--- src/rtl/mips_pkg.sv ---
// mips_pkg: shared encodings for the EX-stage multiply/divide unit.
//   md_op_e    : op field encodings for MULT/MULTU/DIV/DIVU
//   md_state_e : iteration FSM states
//   ITER_DEF   : default number of single-bit iterations per operation
//   abs32      : two's-complement magnitude (0x8000_0000 maps to itself,
//                which as an unsigned value is the correct magnitude)
package mips_pkg;

  localparam int ITER_DEF = 32;

  typedef enum logic [1:0] {
    MD_MULT  = 2'b00,
    MD_MULTU = 2'b01,
    MD_DIV   = 2'b10,
    MD_DIVU  = 2'b11
  } md_op_e;

  typedef enum logic [1:0] {
    ST_IDLE = 2'b00,
    ST_MUL  = 2'b01,
    ST_DIV  = 2'b10,
    ST_FIX  = 2'b11
  } md_state_e;

  function automatic logic [31:0] abs32(input logic [31:0] v);
    return v[31] ? (~v + 32'd1) : v;
  endfunction

endpackage

--- src/rtl/muldiv_unit.sv ---
// muldiv_unit: iterative MULT/MULTU/DIV/DIVU unit with architectural HI/LO.
// One multiplier bit (shift-add) or one quotient bit (restoring) per cycle on
// unsigned magnitudes; signs are applied in a final FIX cycle.
//
// Ports:
//   clk, rst        rising-edge clock, async active-high reset
//   start, op       launch request and op encoding (sampled only in IDLE)
//   a, b            rs / rt operands (sampled only on the start edge)
//   mthi, mtlo      direct HI/LO writes of wdata (IDLE, start low only)
//   busy            operation in flight (stall request to hazard unit)
//   hi, lo          architectural HI/LO registers
//
// state   | meaning
// --------+----------------------------------------------------
// ST_IDLE | waiting for start; mthi/mtlo honoured here
// ST_MUL  | shift-add iterations on r_acc
// ST_DIV  | restoring-division iterations on r_rem / r_acc[31:0]
// ST_FIX  | sign correction / divide-by-zero, write HI/LO
module muldiv_unit
  import mips_pkg::*;
#(
  parameter int ITER = ITER_DEF
) (
  input  logic        clk,
  input  logic        rst,
  input  logic        start,
  input  logic [1:0]  op,
  input  logic [31:0] a,
  input  logic [31:0] b,
  input  logic        mthi,
  input  logic        mtlo,
  input  logic [31:0] wdata,
  output logic        busy,
  output logic [31:0] hi,
  output logic [31:0] lo
);

  md_state_e   r_state;
  md_state_e   w_state_nxt;
  logic [5:0]  r_cnt;
  md_op_e      r_op;
  logic        r_a_neg;
  logic        r_b_neg;
  logic        r_b_zero;
  logic [31:0] r_a_raw;
  // multiplicand (MUL) or divisor (DIV)
  logic [31:0] r_mcand;
  // MUL: {partial product, remaining multiplier bits}
  // DIV: [31:0] dividend bits shifting out / quotient bits shifting in
  logic [63:0] r_acc;
  logic [32:0] r_rem;
  logic [31:0] r_hi;
  logic [31:0] r_lo;

  logic        w_last;
  logic        w_signed;
  logic [31:0] w_a_mag;
  logic [31:0] w_b_mag;
  logic [32:0] w_mul_sum;
  logic [33:0] w_div_shift;
  logic [33:0] w_div_diff;
  logic        w_div_ge;
  logic [63:0] w_prod_fix;
  logic [31:0] w_quot_fix;
  logic [31:0] w_rem_fix;

  assign w_last   = (r_cnt == 6'(ITER - 1));
  assign w_signed = ~r_op[0];

  assign w_a_mag = op[0] ? a : abs32(a);
  assign w_b_mag = op[0] ? b : abs32(b);

  assign w_mul_sum = {1'b0, r_acc[63:32]} + (r_acc[0] ? {1'b0, r_mcand} : 33'd0);

  // The shifted remainder is below 2^33, so a borrow always shows up in bit 33.
  assign w_div_shift = {r_rem, r_acc[31]};
  assign w_div_diff  = w_div_shift - {2'b00, r_mcand};
  assign w_div_ge    = ~w_div_diff[33];

  assign w_prod_fix = (w_signed && (r_a_neg ^ r_b_neg)) ? (~r_acc + 64'd1) : r_acc;
  assign w_quot_fix = (w_signed && (r_a_neg ^ r_b_neg)) ? (~r_acc[31:0] + 32'd1) : r_acc[31:0];
  assign w_rem_fix  = (w_signed && r_a_neg) ? (~r_rem[31:0] + 32'd1) : r_rem[31:0];

  always_ff @(posedge clk or posedge rst) begin
    if (rst) r_state <= ST_IDLE;
    else     r_state <= w_state_nxt;
  end

  always_comb begin
    w_state_nxt = r_state;
    case (r_state)
      ST_IDLE: if (start) w_state_nxt = op[1] ? ST_DIV : ST_MUL;
      ST_MUL:  if (w_last) w_state_nxt = ST_FIX;
      ST_DIV:  if (w_last) w_state_nxt = ST_FIX;
      ST_FIX:  w_state_nxt = ST_IDLE;
      default: w_state_nxt = ST_IDLE;
    endcase
  end

  always_ff @(posedge clk or posedge rst) begin
    if (rst) begin
      r_cnt    <= '0;
      r_op     <= MD_MULT;
      r_a_neg  <= 1'b0;
      r_b_neg  <= 1'b0;
      r_b_zero <= 1'b0;
      r_a_raw  <= '0;
      r_mcand  <= '0;
      r_acc    <= '0;
      r_rem    <= '0;
      r_hi     <= '0;
      r_lo     <= '0;
    end else begin
      case (r_state)
        ST_IDLE: begin
          if (start) begin
            r_op     <= md_op_e'(op);
            r_a_neg  <= a[31];
            r_b_neg  <= b[31];
            r_b_zero <= (b == 32'd0);
            r_a_raw  <= a;
            r_mcand  <= op[1] ? w_b_mag : w_a_mag;
            r_acc    <= {32'd0, (op[1] ? w_a_mag : w_b_mag)};
            r_rem    <= '0;
            r_cnt    <= '0;
          end else begin
            if (mthi) r_hi <= wdata;
            if (mtlo) r_lo <= wdata;
          end
        end
        ST_MUL: begin
          r_acc <= {w_mul_sum, r_acc[31:1]};
          r_cnt <= r_cnt + 6'd1;
        end
        ST_DIV: begin
          r_rem        <= w_div_ge ? w_div_diff[32:0] : w_div_shift[32:0];
          r_acc[31:0]  <= {r_acc[30:0], w_div_ge};
          r_cnt        <= r_cnt + 6'd1;
        end
        ST_FIX: begin
          if (r_op[1]) begin
            // Divide by zero reports the raw dividend regardless of sign.
            if (r_b_zero) begin
              r_hi <= r_a_raw;
              r_lo <= 32'hFFFF_FFFF;
            end else begin
              r_hi <= w_rem_fix;
              r_lo <= w_quot_fix;
            end
          end else begin
            r_hi <= w_prod_fix[63:32];
            r_lo <= w_prod_fix[31:0];
          end
        end
        default: ;
      endcase
    end
  end

  assign busy = (r_state != ST_IDLE);
  assign hi   = r_hi;
  assign lo   = r_lo;

endmodule

--- config.mk ---
export PLATFORM = sky130hd
export DESIGN_NAME = muldiv_unit
export DESIGN_NICKNAME = d
export VERILOG_FILES = /design/src/rtl/mips_pkg.sv /design/src/rtl/muldiv_unit.sv
export SDC_FILE = /design/constraint.sdc
export NUM_CORES = 1
export LEC_CHECK = 0
export ABC_AREA = 1
export BUFFER_PORTS_ARGS = -buffer_cell sky130_fd_sc_hd__buf_2
export CELL_PAD_IN_SITES_DETAIL_PLACEMENT = 0
export CELL_PAD_IN_SITES_GLOBAL_PLACEMENT = 1
export CORE_ASPECT_RATIO = 1.5
export CORE_UTILIZATION = 39
export CTS_CLUSTER_SIZE = 8
export DETAILED_ROUTE_END_ITERATION = 6
export PLACE_DENSITY_LB_ADDON = 0.1
export SLEW_MARGIN = 20
export SYNTH_ARGS = -nofsm -noshare
export SYNTH_HDL_FRONTEND = slang
export SYNTH_SLANG_ARGS = --single-unit
export TNS_END_PERCENT = 5
--- constraint.sdc ---
create_clock -name clk -period 9.93 [get_ports clk]
set_clock_uncertainty 0.05 [all_clocks]
set_input_delay 2.979 -clock clk [delete_from_list [all_inputs] [get_ports clk]]
set_output_delay 2.979 -clock clk [all_outputs]
set_load 0.02 [all_outputs]
* Word-level counts from Yosys, hierarchy flattened
Index checks and enable logic that the tools add are counted.
Storage, ports and cells: bits in registers 238, bits of input ports 103, output and inout bits 65, word-level logic and storage cells 89
Operators by class: $add $sub $neg 8, equal/unequal tests 9, multiplexer cells 32, bitwise gates (word level) 8, reduce and logical (&&, ||, !) cells 19
Operators by type and width (number):
- 32-bit two-way mux | 17
- 32-bit one-hot mux with 2 select lines | 3
- 32-bit by 1-bit adder with 32-bit output (second input constant) | 4
- 64-bit two-way mux | 2
- 32-bit inverter | 4
- 32-bit one-hot mux with 3 select lines | 1
- 33-bit two-way mux | 2
- 33-bit one-hot mux with 2 select lines | 1
- 64-bit by 1-bit adder with 64-bit output (second input constant) | 1
- 64-bit inverter | 1
- 34-bit by 32-bit subtractor with 34-bit output | 1
- 32-bit by 32-bit adder with 33-bit output | 1
- 32-bit logical NOT | 1
- 6-bit one-hot mux with 2 select lines | 1
- 2-bit AND reduction | 6
- 2-bit nonzero test | 5
- 2-bit inequality test (second input constant) | 4
- 6-bit by 1-bit adder with 6-bit output (second input constant) | 1
- 6-bit by 5-bit == test with 1-bit output (second input constant) | 1
- 2-bit two-way mux | 3
- 6-bit two-way mux | 1
- 2-bit one-hot mux with 3 select lines | 1
- 3-bit AND reduction | 2
- 2-bit == test (second input constant) | 2
- other kinds (8) | 10

* Longest topological paths before layout
Gate-level depths: netlist of run 1.
word-level depth 7, gate-level depth with buffers 21, mapped depth without buffers 19

* Least setup slack after synthesis of run 1
OpenSTA, ideal clock, no wires.
kind input port to flip-flop, from input port a[1], to register r_acc[18], library setup time 117 ps, arrival 4248 ps, data required time 9763 ps, path slack 5515 ps, stages on the path 14, buffers on the path 0, cell sequence inv_1 -> ha_1 -> nand3_1 -> nor2_1 -> nand3_1 -> inv_1 -> nand2_1 -> nand2_1 -> xor2_1 -> nand2_1 -> nand3_1 -> nand2_1 -> nand2_1 -> nand2_1
Between the ends: longest elaborated chain between the ends 7
RTL lines:
- start: declaration | line muldiv_unit.sv:28 | input logic [31:0] a,
- 32-bit inverter | line mips_pkg.sv:26 | return v[31] ? (~v + 32'd1) : v;
- 32-bit by 1-bit adder with 32-bit output | line mips_pkg.sv:26
- 32-bit two-way mux | line mips_pkg.sv:26
- 32-bit two-way mux | line muldiv_unit.sv:70 | assign w_a_mag = op[0] ? a : abs32(a);
- 32-bit two-way mux | line muldiv_unit.sv:123 | r_acc <= {32'd0, (op[1] ? w_a_mag : w_b_mag)};
- 64-bit two-way mux | line muldiv_unit.sv:116 | if (start) begin
- 32-bit one-hot mux with 3 select lines | line muldiv_unit.sv:114 | case (r_state)
- end signal: assignment | line muldiv_unit.sv:123
- end signal: assignment | line muldiv_unit.sv:132 | r_acc <= {w_mul_sum, r_acc[31:1]};
- end signal: assignment | line muldiv_unit.sv:137 | r_acc[31:0] <= {r_acc[30:0], w_div_ge};
- end: declaration | line muldiv_unit.sv:50 | logic [63:0] r_acc;
No other way between the ends. The select of a mux whose other input is x is not followed. A chain may end at the register's enable or synchronous reset.

* Worst setup path in the final report of run 1
from register r_state[0], to output port busy
Between the ends: longest elaborated chain between the ends 1
RTL lines:
- start: declaration | line muldiv_unit.sv:38 | md_state_e r_state;
- start signal: assignment | line muldiv_unit.sv:86 | else r_state <= w_state_nxt;
- 2-bit nonzero test | line muldiv_unit.sv:160 | assign busy = (r_state != ST_IDLE);
- end: declaration | line muldiv_unit.sv:33 | output logic busy,
No other way between the ends.

==> results.toml, run 1 <==
[outcome]
outcome = "complete, but fails checks"
failed_checks = "design-rule violations"

[sta]
final_max_slew_viol_count = 0
hold_viol_final = 0
worst_slack_ns = 4.892
finalCriticalPeriod_ns = 5.038
tightest_slew_ns = 1.049
setup_viol = 0
fmax_mhz = 198.5
setup_tns_ns = 0
finalCritPeriodShare_pct = 50.73
rsz0062_at_grt = "no"
relSlewSlack_pct = 29.88

[critical_path]
cp-start-kind = "flip-flop"
worstSetupPathType = "reg2out"
required_ns = 6.90
rrSetupSlack_ns = 6.49
path_max_fanout = 6
rr_startpoint = "r_acc[0]"
crit_arrival_ns = 2.01
critPathCapture = "busy"
r2r-end = "r_acc[49]"
worstRegToRegCells = 20
cp-end-kind = "output pin"
startpoint = "r_state[0]"

[clock_network]
post_cts_buffers = 0
path_clk_slew_ns = 0.05
cts_root_buf = "clkbuf_16"
cts_tree = "built"
clkLatencyLatePin_ns = 0.58
cts_sinks = 237
cts.htree.levels = 2
cts_made_buffers = 36
cts_hold_buf = 0
cts_resized = 0
cts_buffer_depth = 3

[global_routing]
grt_pass1_wl_mm = 144.5
grt_usage_pct = 35.44
antenna_found_initial = 0
grt_max_degree = 123
gr-total-overflow = 0
grt_pass1_vias = 22960

[die]
dieWidth_um = 192.0
io-pin-count = 168
die_area_um2 = 55080
core_um2 = 53610
initial_core_util_pct = 39.38
die_h_um = 286.9
core.rowCount = 104

[placed_design]
placed_area_um2 = 22420
place_ws_ns = 4.431
gp_congestion = 0.9885
hpwl_mm = 78.11
portBuffers = 167

[synth]
async_flop_share_pct = 100.0
synth_compound_area_share_pct = 15.75
synthFlopType = "dfrtp_1"
syn_inst = 3520
seq_area_frac_synth_pct = 28.09
synth_enable_flop_cells = 0
synth.avg_cell_area_um2 = 5.997
synthMuxAreaShare_pct = 0
syn-cell-area_um2 = 21110
synth-simple-area-share_pct = 38.52
yosysWarnings = 0
synth_top_family_by_area = "simple AND/OR/NAND/NOR gates"
synth.most_common_cell = "nand2_1"
synth_top_cell_by_area = "dfrtp_1"
synth_top_area_share_pct = 28.09
synth.area.top_cells = "dfrtp_1 (28%), nand2_1 (20%), nor2_1 (9.0%), inv_1 (7.2%), a21oi_1 (5.8%)"
yosysUniqueCellTypes = 45
yosys.area_share.xor_xnor_pct = 3.029
synth-seq-cells = 237
ys_top_cells_by_count = "nand2_1 (1149), nor2_1 (504), inv_1 (407)"
synth_nets = 3698
synth_fa_ha_area_share_pct = 4.516

[routing]
routed_wl_mm = 97.74
vias = 23940
drt-initial-drc-count = 2097
routed_via_density = 5.545
drc = 1
ant_nets = 0
avgRoutedWirePerCell_um = 22.64
first_pass_iters = 7

[hold_path]
hold_path_depth = 2
hp-class = "reg2reg"

[pwr]
swShare_pct = 57.94
p_clk_share_pct = 12.6
p_per_area_nw_per_um2 = 398.4
internal-power_mw = 3.924
peakVddDrop_uv = 366.1
seq_power_share_pct = 22.3
p_comb_share_pct = 65.1
leakage_nw = 11.94
finalPower_mw = 9.329
p_switching_mw = 5.405

[layout]
register_area_um2 = 5931
multi_input_comb_area_um2 = 13070
drive_gt1_share_pct = 7.578
final_area_um2 = 23420
nets = 3800
syn2layout_area_growth_pct = 10.92
nFillCells = 5970
diodes = 0

[flow_run]
max_cap_violations = 0
## cell families after synthesis
logic type,count (synthesis)
AOI/OAI and AO/OA,596
and+or+nand+nor,2002
buffers and inverters,537
xor gates and xnor gates,73
adders and majority gates,75
DFF,237
## per-layer routing
| layer | vias to the layer above | part of all wire, % | GRT usage, % | routed length [µm] |
|---|---|---|---|---|
| met4 | 0 | 6.1 | 19.29 | 6007 |
| li1 | 11520 | - | - | - |
| met1 | 11270 | 41 | 44.18 | 40140 |
| met2 | 919 | 47 | 59.31 | 46420 |
| met5 | - | 0 | 0 | 0 |
| met3 | 234 | 5.3 | 3.944 | 5164 |
## state kept, by name, summed over array words and instances, names as in the netlist, 2 cells and up
name     count
r_cnt        6
r_op         2
r_rem       33
r_state      2
hi          32
r_mcand     32
r_a_raw     31
lo          32
r_acc       64
## cell usage in the layout (no fill, tap or decap), drive strengths merged
cell / count
a211oi: 6
a21boi: 2
a21o: 8
a21oi: 244
a31oi: 13
and2: 2
and3: 3
buf: 186
clkbuf: 41
clkinv: 6
dfrtp: 237
fa: 2
ha: 73
inv: 413
nand2: 1159
nand3: 237
nand3b: 14
nand4: 27
nor2: 517
nor3: 31
nor3b: 1
nor4: 5
o211ai: 17
o21a: 3
o21ai: 213
o21bai: 9
o221ai: 39
o22ai: 34
o31ai: 7
o41ai: 1
or2: 6
xnor2: 22
xor2: 51
## cell type report
type | count | share of cell area (%)
repair buffers | 186 | 4.232
inverters | 415 | 6.685
clock inverters | 4 | 0.2137
multi-input cells | 2746 | 55.80
flip-flops and latches | 237 | 25.33
well taps | 689 | 3.682
clock buffers | 41 | 4.056
## power groups by stage
stage / clock [mW] / combinational, mW / sequential (mW)
detailed placement: 0 / 5.97 / 2.07
CTS: 1.19 / 6.00 / 2.06
global placement: 0 / 5.93 / 2.06
global route: 1.22 / 6.75 / 2.11
finish: 1.18 / 6.07 / 2.08
floorplan: 0 / 4.11 / 1.91
## stage by stage
stage	util (%)	hold slack, ns	std cells
floorplan	-	0.3936	3520
global placement	41.81	0.4135	4273
detailed placement	41.81	0.4183	4273
CTS	43.68	0.4325	4318
global route	43.68	0.4496	4318
finish	43.68	0.4317	4318
## worst max-delay path: stages (launching register included)
cell and delay (ns):
dfrtp_1 0.40, inv_1 0.12, ha_1 0.42, inv_1 0.27, buf_2 0.23
## worst min-delay path by stage
stage                     startpoint          to  slack (ns)
after global placement        lo[31]      lo[31]        0.41
final                     r_a_raw[4]  r_a_raw[4]        0.43
after global routing      r_a_raw[4]  r_a_raw[4]        0.45
after floorplan           r_a_raw[4]  r_a_raw[4]        0.39
after detailed placement  r_a_raw[4]  r_a_raw[4]        0.42
after CTS                 r_a_raw[4]  r_a_raw[4]        0.43
No activity file was read; power rests on OpenSTA's default activity.
==> run 2, diff against run 1 <==
Clock period 9.93 ns to 4.5 ns, I/O delays scaled along.
==> results.toml, run 2 (synthesis gave the netlist of run 1 again) <==
[routing]
first_pass_iters = 6
drt-initial-drc-count = 1843
avgRoutedWirePerCell_um = 22.37
routed_wl_mm = 96.97
ant_nets = 0
drc = 0
vias = 23880
routed_via_density = 5.509

[sta]
finalCriticalPeriod_ns = 3.339
relSlewSlack_pct = 27.64
worst_slack_ns = 1.161
fmax_mhz = 299.5
hold_viol_final = 0
final_max_slew_viol_count = 0
setup_viol = 0
rsz0062_at_grt = "no"
tightest_slew_ns = 1.085
finalCritPeriodShare_pct = 74.21

[clock_network]
cts_made_buffers = 37
cts_buffer_depth = 3
cts_sinks = 237
cts_hold_buf = 0
clkLatencyLatePin_ns = 0.57
cts_root_buf = "clkbuf_16"
path_clk_slew_ns = 0.05
cts.htree.levels = 2
cts_resized = 0
cts_tree = "built"
post_cts_buffers = 0

[pwr]
p_switching_mw = 11.93
p_clk_share_pct = 13.0
seq_power_share_pct = 22.0
swShare_pct = 57.54
p_comb_share_pct = 65.0
internal-power_mw = 8.801
leakage_nw = 12.03
peakVddDrop_uv = 858.6
p_per_area_nw_per_um2 = 878.3
finalPower_mw = 20.73

[layout]
syn2layout_area_growth_pct = 11.79
diodes = 0
largest_reg_flops = 64
stdcell_count = 4335
regMostFlops = "r_acc"
reg_top3 = "r_acc (64), r_rem (33)"
drive_gt1_share_pct = 7.954
final_common_cell = "nand2_1"
most-common-layout-cells = "nand2_1 (1149), nor2_1 (502), inv_1 (404)"
nFillCells = 5976
nets = 3814

[flow_run]
max_cap_violations = 0

[die]
io-pin-count = 168
dieWidth_um = 192.0
die_area_um2 = 55080
core.rowCount = 104
initial_core_util_pct = 39.38
die_h_um = 286.9
core_um2 = 53610

[critical_path]
crit_arrival_ns = 3.73
rr_startpoint = "r_state[0]"
critPathMaxStageDelay_ns = 0.90
path_max_fanout = 39
startpoint = "r_state[0]"
cp-end-kind = "flip-flop"
cp-start-kind = "flip-flop"
cp_cell_sequence = "inv_1 -> ha_1 -> inv_1 -> nor2_2 -> nand2_1 -> nand2_2 -> buf_4 -> clkinv_1 -> a21oi_1 -> a21oi_1"
worstSetupPathType = "reg2reg"
required_ns = 4.89
cp_slowest_cell = "clkinv_1"

[global_routing]
grt_usage_pct = 34.93
antenna_found_initial = 1
grt_pass1_vias = 22780
grt_pass1_wl_mm = 142.4
grt_max_degree = 109
gr-total-overflow = 0

[outcome]
outcome = "completed"

[hold_path]
hp-start = "r_a_raw[29]"
hp-class = "reg2reg"

[placed_design]
gp_congestion = 1.063
portBuffers = 167
place_ws_ns = 1.062
place_inst = 4286
hpwl_mm = 78.09
## run 2: routing by layer
layer	part of all wire (%)	up-vias	GRT usage (%)
met4	6.0	2	18.33
met1	41	11240	43.43
met5	0.014	-	0
met2	48	901	58.87
met3	5.6	188	3.919
li1	-	11550	-
## run 2: cell type report
cell class / count / area [µm²] / share of cell area, %
Inverter: 415 / 1562 / 6.616
Multi-Input combinational cell: 2746 / 13070 / 55.37
Tap cell: 689 / 862.1 / 3.653
Timing Repair Buffer: 199 / 1114 / 4.718
Clock inverter: 4 / 48.80 / 0.2068
Clock buffer: 45 / 1017 / 4.310
Sequential cell: 237 / 5931 / 25.13
## run 2: critical path: cells and delay by family, from the launching register on
| kind | cells | cell delay [ns] |
|---|---|---|
| simple gates | 3 | 0.48 |
| buf+inv | 4 | 1.47 |
| flops | 1 | 0.40 |
| compound gates | 2 | 0.53 |
| fa+ha+maj | 1 | 0.29 |
## run 2: final timing paths
check / cells after the start / end / slack, ns
worst max-delay path: 10 / lo[11] / 1.16
worst min-delay path: 2 / r_a_raw[29] / 0.44
worst max register to register: 10 / lo[11] / 1.16
worst min register to register: 2 / r_a_raw[29] / 0.44
max in group asynchronous: 3 / r_state[1] / 2.50
min in group asynchronous: 2 / r_acc[49] / 0.83
## run 2: through the flow
stage	utilization [%]	cell area (µm²)	hold WS, ns	TNS [ns]
after CTS	44.02	23600	0.4400	0
after global placement	42.03	22530	0.4131	0
final	44.02	23600	0.4399	0
after floorplan	-	21110	0.3936	-1.390
after detailed placement	42.03	22530	0.4233	0
after global routing	44.02	23600	0.4680	0
## run 2: power groups by stage
stage | Combinational (mW) | Clock (mW) | Sequential [mW]
after floorplan | 9.08 | 0 | 4.22
after global placement | 13.2 | 0 | 4.51
after detailed placement | 13.3 | 0 | 4.53
after CTS | 13.3 | 2.73 | 4.51
after global routing | 14.9 | 2.79 | 4.63
final | 13.5 | 2.70 | 4.56
